==> config.mk <==
export PLATFORM = sky130hd
export DESIGN_NAME = adc_capture_sequencer_flat
export DESIGN_NICKNAME = d
export VERILOG_FILES = /design/src/rtl/adc_capture_sequencer_pkg.sv /design/src/rtl/adc_capture_sequencer_if.sv /design/src/rtl/adc_capture_sequencer_sync.sv /design/src/rtl/adc_capture_sequencer.sv /design/src/flat_wrapper.sv
export SDC_FILE = /design/constraint.sdc
export NUM_CORES = 1
export LEC_CHECK = 0
export CORE_MARGIN = 1.5
export CORE_UTILIZATION = 55
export CTS_BUF_LIST = sky130_fd_sc_hd__clkbuf_8
export CTS_CLUSTER_SIZE = 30
export DETAILED_ROUTE_END_ITERATION = 7
export PLACE_DENSITY = 0.76
export SLEW_MARGIN = 40
export SYNTH_ARGS = -nofsm -noshare
export SYNTH_HDL_FRONTEND = slang
export SYNTH_SLANG_ARGS = --single-unit
export TNS_END_PERCENT = 1
==> constraint.sdc <==
create_clock -name aclk -period 20.2 [get_ports aclk]
set_clock_uncertainty 0.05 [all_clocks]
set_input_delay 2.02 -clock aclk [delete_from_list [all_inputs] [get_ports aclk]]
set_output_delay 2.02 -clock aclk [all_outputs]
set_load 0.03 [all_outputs]
==> src/rtl/adc_capture_sequencer_pkg.sv <==
// Shared definitions for the ADC capture sequencer: state encoding and
// default parameter values.
package adc_seq_pkg;

    localparam int CNT_WIDTH_DEF      = 32;
    localparam int NCHIRP_WIDTH_DEF   = 16;
    localparam int TIMEOUT_CYCLES_DEF = 4096;

    typedef enum logic [2:0] {
        ST_IDLE       = 3'd0,
        ST_INIT       = 3'd1,
        ST_WAIT_READY = 3'd2,
        ST_FIRE       = 3'd3,
        ST_RUN        = 3'd4,
        ST_GAP        = 3'd5,
        ST_DONE       = 3'd6
    } seq_state_e;

endpackage

==> src/rtl/adc_capture_sequencer_if.sv <==
// Host/FMC150-facing signal bundle of the capture sequencer. The slave
// modport is the sequencer; the master modport is the host/FMC150 side.
interface adc_capture_sequencer_if
    import adc_seq_pkg::*;
#(
    parameter int CNT_WIDTH    = CNT_WIDTH_DEF,
    parameter int NCHIRP_WIDTH = NCHIRP_WIDTH_DEF
);

    logic                    start;
    logic                    abort;
    logic [NCHIRP_WIDTH-1:0] cfg_num_chirps;
    logic [CNT_WIDTH-1:0]    cfg_adc_delay;
    logic [CNT_WIDTH-1:0]    cfg_adc_window;
    logic [CNT_WIDTH-1:0]    cfg_prf_period;
    logic                    chirp_ready;
    logic                    chirp_active;
    logic                    chirp_done;
    logic                    chirp_init;
    // Handshake: chirp_enable is a request held high until chirp_active is
    // observed (after synchronisation); it then drops for the rest of the chirp.
    logic                    chirp_enable;
    logic                    adc_enable;
    logic                    busy;
    logic                    seq_done;
    logic [NCHIRP_WIDTH-1:0] chirp_index;
    logic                    timeout_err;
    logic [2:0]              dbg_state;

    modport slave (
        input  start, abort, cfg_num_chirps, cfg_adc_delay, cfg_adc_window,
               cfg_prf_period, chirp_ready, chirp_active, chirp_done,
        output chirp_init, chirp_enable, adc_enable, busy, seq_done,
               chirp_index, timeout_err, dbg_state
    );

    modport master (
        output start, abort, cfg_num_chirps, cfg_adc_delay, cfg_adc_window,
               cfg_prf_period, chirp_ready, chirp_active, chirp_done,
        input  chirp_init, chirp_enable, adc_enable, busy, seq_done,
               chirp_index, timeout_err, dbg_state
    );

endinterface

==> src/rtl/adc_capture_sequencer_sync.sv <==
// Single-bit two-flop synchroniser for the FMC150 chirp status lines.
module bit_sync_2ff (
    input  logic clk_i,
    input  logic rst_ni,
    input  logic d_i,
    output logic q_o
);

    logic meta_q;
    logic sync_q;

    always_ff @(posedge clk_i) begin
        if (!rst_ni) begin
            meta_q <= 1'b0;
            sync_q <= 1'b0;
        end else begin
            meta_q <= d_i;
            sync_q <= meta_q;
        end
    end

    assign q_o = sync_q;

endmodule

==> src/rtl/adc_capture_sequencer.sv <==
// Chirp/ADC acquisition sequencer: init pulse, N chirps at a fixed PRF and a
// delayed adc_enable window per chirp. All outputs come straight from flops.
module adc_capture_sequencer
    import adc_seq_pkg::*;
#(
    parameter int CNT_WIDTH      = CNT_WIDTH_DEF,
    parameter int NCHIRP_WIDTH   = NCHIRP_WIDTH_DEF,
    parameter int TIMEOUT_CYCLES = TIMEOUT_CYCLES_DEF
) (
    input logic                    aclk,
    input logic                    aresetn,
    adc_capture_sequencer_if.slave bus
);

    localparam int TW = $clog2(TIMEOUT_CYCLES + 1);

    localparam logic [2:0] S_IDLE       = ST_IDLE;
    localparam logic [2:0] S_INIT       = ST_INIT;
    localparam logic [2:0] S_WAIT_READY = ST_WAIT_READY;
    localparam logic [2:0] S_FIRE       = ST_FIRE;
    localparam logic [2:0] S_RUN        = ST_RUN;
    localparam logic [2:0] S_GAP        = ST_GAP;
    localparam logic [2:0] S_DONE       = ST_DONE;

    logic chirp_ready_s, chirp_active_s, chirp_done_s;

    bit_sync_2ff u_sync_ready  (.clk_i(aclk), .rst_ni(aresetn), .d_i(bus.chirp_ready),  .q_o(chirp_ready_s));
    bit_sync_2ff u_sync_active (.clk_i(aclk), .rst_ni(aresetn), .d_i(bus.chirp_active), .q_o(chirp_active_s));
    bit_sync_2ff u_sync_done   (.clk_i(aclk), .rst_ni(aresetn), .d_i(bus.chirp_done),   .q_o(chirp_done_s));

    logic [2:0]              state_q, state_d;
    logic [CNT_WIDTH-1:0]    pcnt_q, pcnt_d, pcnt_inc;
    logic [TW-1:0]           tcnt_q, tcnt_d;
    logic [NCHIRP_WIDTH-1:0] idx_q, idx_d, idx_inc, num_q;
    logic [CNT_WIDTH-1:0]    delay_q, window_q, prf_q;
    logic                    done_seen_q, done_seen_d;
    logic                    timeout_err_q, timeout_err_d;
    logic                    init_q, enable_q, adc_q, seq_done_q, busy_q;
    logic                    load_cfg, next_chirp;

    // Window/period bounds are one bit wider so delay+window cannot overflow.
    logic [CNT_WIDTH:0] win_start, win_end, eff_m1;
    logic               win_closed, period_done, last_chirp, tmo_hit, adc_d;

    assign win_start   = {1'b0, delay_q};
    assign win_end     = win_start + {1'b0, (window_q == '0) ? CNT_WIDTH'(1) : window_q};
    assign eff_m1      = ({1'b0, prf_q} > win_end) ? ({1'b0, prf_q} - (CNT_WIDTH+1)'(1)) : win_end;
    assign pcnt_inc    = (pcnt_q == '1) ? pcnt_q : pcnt_q + CNT_WIDTH'(1);
    assign win_closed  = {1'b0, pcnt_q} >= win_end;
    assign period_done = {1'b0, pcnt_q} >= eff_m1;
    assign idx_inc     = idx_q + NCHIRP_WIDTH'(1);
    assign last_chirp  = (num_q != '0) && (idx_inc == num_q);
    assign tmo_hit     = tcnt_q == TW'(TIMEOUT_CYCLES - 1);

    always_comb begin
        state_d       = state_q;
        pcnt_d        = pcnt_q;
        tcnt_d        = tcnt_q;
        idx_d         = idx_q;
        done_seen_d   = done_seen_q;
        timeout_err_d = timeout_err_q;
        load_cfg      = 1'b0;
        next_chirp    = 1'b0;
        case (state_q)
            S_IDLE: begin
                if (bus.start && !bus.abort) begin
                    load_cfg      = 1'b1;
                    idx_d         = '0;
                    timeout_err_d = 1'b0;
                    state_d       = S_INIT;
                end
            end
            S_INIT: begin
                state_d = S_WAIT_READY;
                tcnt_d  = '0;
            end
            S_WAIT_READY: begin
                if (chirp_ready_s) begin
                    state_d     = S_FIRE;
                    pcnt_d      = '0;
                    tcnt_d      = '0;
                    done_seen_d = 1'b0;
                end else if (tmo_hit) begin
                    timeout_err_d = 1'b1;
                    state_d       = S_IDLE;
                end else begin
                    tcnt_d = tcnt_q + TW'(1);
                end
            end
            S_FIRE: begin
                pcnt_d      = pcnt_inc;
                done_seen_d = done_seen_q | chirp_done_s;
                if (chirp_active_s) begin
                    state_d = S_RUN;
                end else if (tmo_hit) begin
                    timeout_err_d = 1'b1;
                    state_d       = S_IDLE;
                end else begin
                    tcnt_d = tcnt_q + TW'(1);
                end
            end
            S_RUN: begin
                pcnt_d      = pcnt_inc;
                done_seen_d = done_seen_q | chirp_done_s;
                if (win_closed && (done_seen_q || chirp_done_s)) begin
                    if (period_done) next_chirp = 1'b1;
                    else             state_d    = S_GAP;
                end
            end
            S_GAP: begin
                pcnt_d = pcnt_inc;
                if (period_done) next_chirp = 1'b1;
            end
            S_DONE:  state_d = S_IDLE;
            default: state_d = S_IDLE;
        endcase

        // Re-fire directly when ready is already up so fire spacing is exact.
        if (next_chirp) begin
            idx_d  = idx_inc;
            tcnt_d = '0;
            if (last_chirp) begin
                state_d = S_DONE;
            end else if (chirp_ready_s) begin
                state_d     = S_FIRE;
                pcnt_d      = '0;
                done_seen_d = 1'b0;
            end else begin
                state_d = S_WAIT_READY;
            end
        end

        if (bus.abort) state_d = S_IDLE;
    end

    assign adc_d = ((state_d == S_FIRE) || (state_d == S_RUN)) &&
                   ({1'b0, pcnt_d} >= win_start) && ({1'b0, pcnt_d} < win_end);

    always_ff @(posedge aclk) begin
        if (!aresetn) begin
            state_q       <= S_IDLE;
            pcnt_q        <= '0;
            tcnt_q        <= '0;
            idx_q         <= '0;
            num_q         <= '0;
            delay_q       <= '0;
            window_q      <= '0;
            prf_q         <= '0;
            done_seen_q   <= 1'b0;
            timeout_err_q <= 1'b0;
            init_q        <= 1'b0;
            enable_q      <= 1'b0;
            adc_q         <= 1'b0;
            seq_done_q    <= 1'b0;
            busy_q        <= 1'b0;
        end else begin
            state_q       <= state_d;
            pcnt_q        <= pcnt_d;
            tcnt_q        <= tcnt_d;
            idx_q         <= idx_d;
            done_seen_q   <= done_seen_d;
            timeout_err_q <= timeout_err_d;
            init_q        <= (state_d == S_INIT);
            enable_q      <= (state_d == S_FIRE);
            adc_q         <= adc_d;
            seq_done_q    <= (state_d == S_DONE);
            busy_q        <= (state_d != S_IDLE);
            if (load_cfg) begin
                num_q    <= bus.cfg_num_chirps;
                delay_q  <= bus.cfg_adc_delay;
                window_q <= bus.cfg_adc_window;
                prf_q    <= bus.cfg_prf_period;
            end
        end
    end

    assign bus.chirp_init   = init_q;
    assign bus.chirp_enable = enable_q;
    assign bus.adc_enable   = adc_q;
    assign bus.seq_done     = seq_done_q;
    assign bus.busy         = busy_q;
    assign bus.chirp_index  = idx_q;
    assign bus.timeout_err  = timeout_err_q;
    assign bus.dbg_state    = state_q;

endmodule

==> src/flat_wrapper.sv <==
// flat-port wrapper written by rule: the top's interface ports become plain ports
module adc_capture_sequencer_flat import adc_seq_pkg::*;
#(
    parameter int CNT_WIDTH      = CNT_WIDTH_DEF,
    parameter int NCHIRP_WIDTH   = NCHIRP_WIDTH_DEF,
    parameter int TIMEOUT_CYCLES = TIMEOUT_CYCLES_DEF
)
  (aclk, aresetn, bus_start, bus_abort, bus_cfg_num_chirps, bus_cfg_adc_delay, bus_cfg_adc_window, bus_cfg_prf_period, bus_chirp_ready, bus_chirp_active, bus_chirp_done, bus_chirp_init, bus_chirp_enable, bus_adc_enable, bus_busy, bus_seq_done, bus_chirp_index, bus_timeout_err, bus_dbg_state);
  adc_capture_sequencer_if #(.CNT_WIDTH(CNT_WIDTH), .NCHIRP_WIDTH(NCHIRP_WIDTH)) bus_i ();
  input logic aclk;
  input logic aresetn;
  input wire logic [$bits(bus_i.start)-1:0] bus_start;
  input wire logic [$bits(bus_i.abort)-1:0] bus_abort;
  input wire logic [$bits(bus_i.cfg_num_chirps)-1:0] bus_cfg_num_chirps;
  input wire logic [$bits(bus_i.cfg_adc_delay)-1:0] bus_cfg_adc_delay;
  input wire logic [$bits(bus_i.cfg_adc_window)-1:0] bus_cfg_adc_window;
  input wire logic [$bits(bus_i.cfg_prf_period)-1:0] bus_cfg_prf_period;
  input wire logic [$bits(bus_i.chirp_ready)-1:0] bus_chirp_ready;
  input wire logic [$bits(bus_i.chirp_active)-1:0] bus_chirp_active;
  input wire logic [$bits(bus_i.chirp_done)-1:0] bus_chirp_done;
  output wire logic [$bits(bus_i.chirp_init)-1:0] bus_chirp_init;
  output wire logic [$bits(bus_i.chirp_enable)-1:0] bus_chirp_enable;
  output wire logic [$bits(bus_i.adc_enable)-1:0] bus_adc_enable;
  output wire logic [$bits(bus_i.busy)-1:0] bus_busy;
  output wire logic [$bits(bus_i.seq_done)-1:0] bus_seq_done;
  output wire logic [$bits(bus_i.chirp_index)-1:0] bus_chirp_index;
  output wire logic [$bits(bus_i.timeout_err)-1:0] bus_timeout_err;
  output wire logic [$bits(bus_i.dbg_state)-1:0] bus_dbg_state;
  assign bus_i.start = bus_start;
  assign bus_i.abort = bus_abort;
  assign bus_i.cfg_num_chirps = bus_cfg_num_chirps;
  assign bus_i.cfg_adc_delay = bus_cfg_adc_delay;
  assign bus_i.cfg_adc_window = bus_cfg_adc_window;
  assign bus_i.cfg_prf_period = bus_cfg_prf_period;
  assign bus_i.chirp_ready = bus_chirp_ready;
  assign bus_i.chirp_active = bus_chirp_active;
  assign bus_i.chirp_done = bus_chirp_done;
  assign bus_chirp_init = bus_i.chirp_init;
  assign bus_chirp_enable = bus_i.chirp_enable;
  assign bus_adc_enable = bus_i.adc_enable;
  assign bus_busy = bus_i.busy;
  assign bus_seq_done = bus_i.seq_done;
  assign bus_chirp_index = bus_i.chirp_index;
  assign bus_timeout_err = bus_i.timeout_err;
  assign bus_dbg_state = bus_i.dbg_state;
  adc_capture_sequencer #(.CNT_WIDTH(CNT_WIDTH), .NCHIRP_WIDTH(NCHIRP_WIDTH), .TIMEOUT_CYCLES(TIMEOUT_CYCLES)) u_core (.aclk(aclk), .aresetn(aresetn), .bus(bus_i));
endmodule
==> results.sh <==
export IMPL_portBuffers=143
export IMPL_r2r_start="u_core.window_q[22]"
export IMPL_cts_buffers=17
export IMPL_dp_final_hpwl_um=32120
export IMPL_synth_avg_cell_area_um2=7.601
export IMPL_yosys_area_share_simple=0.2442
export IMPL_num_rows=59
export IMPL_synth_compound_area_frac=0.1992
export IMPL_num_io_pins=144
export IMPL_coreArea_um2=25980
export IMPL_power_leakage_uw=0.006662
export IMPL_n_antenna_cell=0
export IMPL_grt_use_total=0.3038
export IMPL_critPathMaxStageDelay_ns=0.53
export IMPL_die_h_um=165.4
export IMPL_initial_utilization=0.5584
export IMPL_required_ns=20.52
export IMPL_multiInputGateArea_um2=10070
export IMPL_synth_seq_area_share=0.2608
export IMPL_viasPerCell=5.922
export IMPL_fin_util=0.6341
export IMPL_grt_pass1_vias=13040
export IMPL_crit_start="u_core.window_q[22]"
export IMPL_status="finished, final reports clean"
export IMPL_hp_class="reg2reg"
export IMPL_cts_resized=0
export IMPL_powerDensity_nw_per_um2=54.62
export IMPL_synth_area_um2=14510
export IMPL_period_minus_slack_ns=11.60
export IMPL_final_nets=2291
export IMPL_final_cells=2329
export IMPL_layout_drive_gt1_share=0.05266
export IMPL_cts_path_max_buffers=2
export IMPL_vias=13790
export IMPL_synth_edff_count=0
export IMPL_ys_types=83
export IMPL_first_pass_iters=6
export IMPL_finalCritPeriodShare=0.5743
export IMPL_hold_viol_final=0
export IMPL_synth_top_cell_area_share=0.2608
export IMPL_syn_instance_count=1909
export IMPL_gp_congestion=0.9704
export IMPL_grt_max_degree=85
export IMPL_yosys_area_share_adder=0.1673
export IMPL_irDropWorstVdd_mv=0.03727
export IMPL_die_area_um2=27370
export IMPL_clock_sinks=189
export IMPL_fill_cells=2342
export IMPL_max_freq_ghz=0.08620
export IMPL_cp_slowest_cell="a2111oi_0"
export IMPL_min_from="u_core.u_sync_done.meta_q"
export IMPL_worst_path_most_repeated_cell="a21o_1"
export IMPL_overflow=0
export IMPL_path_clk_slew_ns=0.12
export IMPL_setup_tns_ns=0
export IMPL_yosys_warnings=0
export IMPL_clkLatencyLatePin_ns=0.48
export IMPL_slew_violations=0
export IMPL_post_cts_buffers=0
export IMPL_rsz0062_at_grt="false"
export IMPL_drcViolationCount=0
export IMPL_grt_pass1_wl_um=66000
export IMPL_wire_per_inst_um=17.54
export IMPL_yosysTopAreaCell="dfxtp_1"
export IMPL_yosys_top_cells_area="dfxtp_1 (26%), ha_1 (16%), nand2_1 (8.2%), a21oi_1 (7.6%), xnor2_1 (4.2%)"
export IMPL_critPathLaunchType="flip-flop"
export IMPL_synth_top_family_by_area="simple AND/OR/NAND/NOR gates"
export IMPL_drtIter0Drc=1418
export IMPL_register_area_um2=3784
export IMPL_cp_max_fo=33
export IMPL_cts_hold_buf=0
export IMPL_worst_slew_pin_slew_ns=0.8362
export IMPL_synthXorXnorAreaFrac=0.05829
export IMPL_cp_end_kind="flip-flop"
export IMPL_antenna_left=0
export IMPL_grt_antenna_before_repair=0
export IMPL_synthFlopType="dfxtp_1"
export IMPL_cts_tree="built"
export IMPL_ys_ff_latch=189
export IMPL_die_width_um=165.4
export IMPL_area_delta_synth_final_pct=13.56
export IMPL_htreeDepth=4
export IMPL_finalSetupViolations=0
export IMPL_cts_root_buf="clkbuf_8"
export IMPL_maxCapViolations=0
export IMPL_synthMuxAreaShare=0.02207
export IMPL_dp_cells=2297
export IMPL_worstPathArrival_ns=11.92
export IMPL_async_flop_share=0
export IMPL_wl_um=40860
export IMPL_relSlewSlack=0.4415
export IMPL_timing_worst_setup_path_type="reg2reg"
export IMPL_synth_nets=2219
per-stage QoR:
stage	power, µW	instance area, µm²	hold WS (ns)	setup slack (ns)
after floorplan	570.5	14510	0.3619	10.63
after global placement	640.5	16060	0.3673	8.846
after detailed placement	648.4	16060	0.3721	8.499
after CTS	902.9	16450	0.3997	8.408
after global routing	946.8	16480	0.4243	7.839
final	900.1	16480	0.3959	8.599
flip-flops by register name (all words and copies together) (netlist names), 3 cells and up:
name,count
u_core.window_q,32
u_core.bus.dbg_state,3
u_core.bus.chirp_index,16
u_core.prf_q,32
u_core.pcnt_q,32
u_core.delay_q,32
u_core.num_q,16
u_core.tcnt_q,13
routing by layer:
metal	track usage	vias to the layer above	wire length [µm]
li1	-	6919	-
met1	0.4403	6387	19780
met2	0.4713	431	18060
met3	0.03546	56	2191
met4	0.08847	0	824
met5	0	-	0
synthesized netlist by cell type (all sizes together), types with 34 or more instances:
cell type	number
dfxtp	189
xnor2	69
ha	190
a21oi	220
clkbuf	93
nor3	39
nand4	35
nor4	34
nor2	151
nand3	59
inv	71
o21ai	81
nand2	317
a21o	51
critical path, delay by kind of cell, from the launching register on:
kind | cells | cell delay (ns)
DFF | 1 | 0.35
AOI/OAI and AO/OA | 33 | 7.27
muxes | 1 | 0.39
adders and majority gates | 4 | 1.17
xor gates and xnor gates | 1 | 0.29
buffers and inverters | 2 | 0.63
and+or+nand+nor | 6 | 1.30
layout by cell type (no fill, tap or decap), drive strengths merged, types with 14 or more instances in the layout:
cell type      Yosys  routed
a211oi            16      16
a21o              51      51
a21oi            220     220
a31oi             17      17
and3              16      16
buf               11      14
clkbuf            93      17
clkdlybuf4s50      0     143
dfxtp            189     189
ha               190     190
inv               71      77
mux2              24      24
nand2            317     317
nand2b            22      22
nand3             59      59
nand4             35      35
nor2             151     151
nor2b             24      24
nor3              39      39
nor4              34      34
o21ai             81      81
xnor2             69      69
xor2              25      25
final timing paths:
| check | endpoint | slack, ns | depth (start not counted) |
|---|---|---|---|
| worst max-delay path | u_core.bus.adc_enable | 8.60 | 47 |
| worst min-delay path | u_core.u_sync_done.q_o | 0.40 | 1 |
| worst max register to register | u_core.bus.adc_enable | 8.60 | 47 |
| worst min register to register | u_core.u_sync_done.q_o | 0.40 | 1 |
report_power, final:
group / internal [µW] / leakage, µW / switching, µW / total [µW]
sequential: 384 / 0.00154 / 14.6 / 399
combinational: 111 / 0.00494 / 135 / 246
clock: 92.1 / 0.000183 / 163 / 256
layout make-up:
class / instances / area share
multi-input combinational: 1545 / 0.6112
sequential: 189 / 0.2296
timing repair buffer: 157 / 0.09370
tap: 335 / 0.02544
inverter: 71 / 0.01632
clock buffer: 17 / 0.01420
clock inverter: 15 / 0.009491
kinds of logic after synthesis:
group	after synthesis
xor+xnor	95
buf+inv	175
fa+ha+maj	194
simple gates	753
mux	29
compound gates	474
flops	189
(Power assumes the default switching activity.)
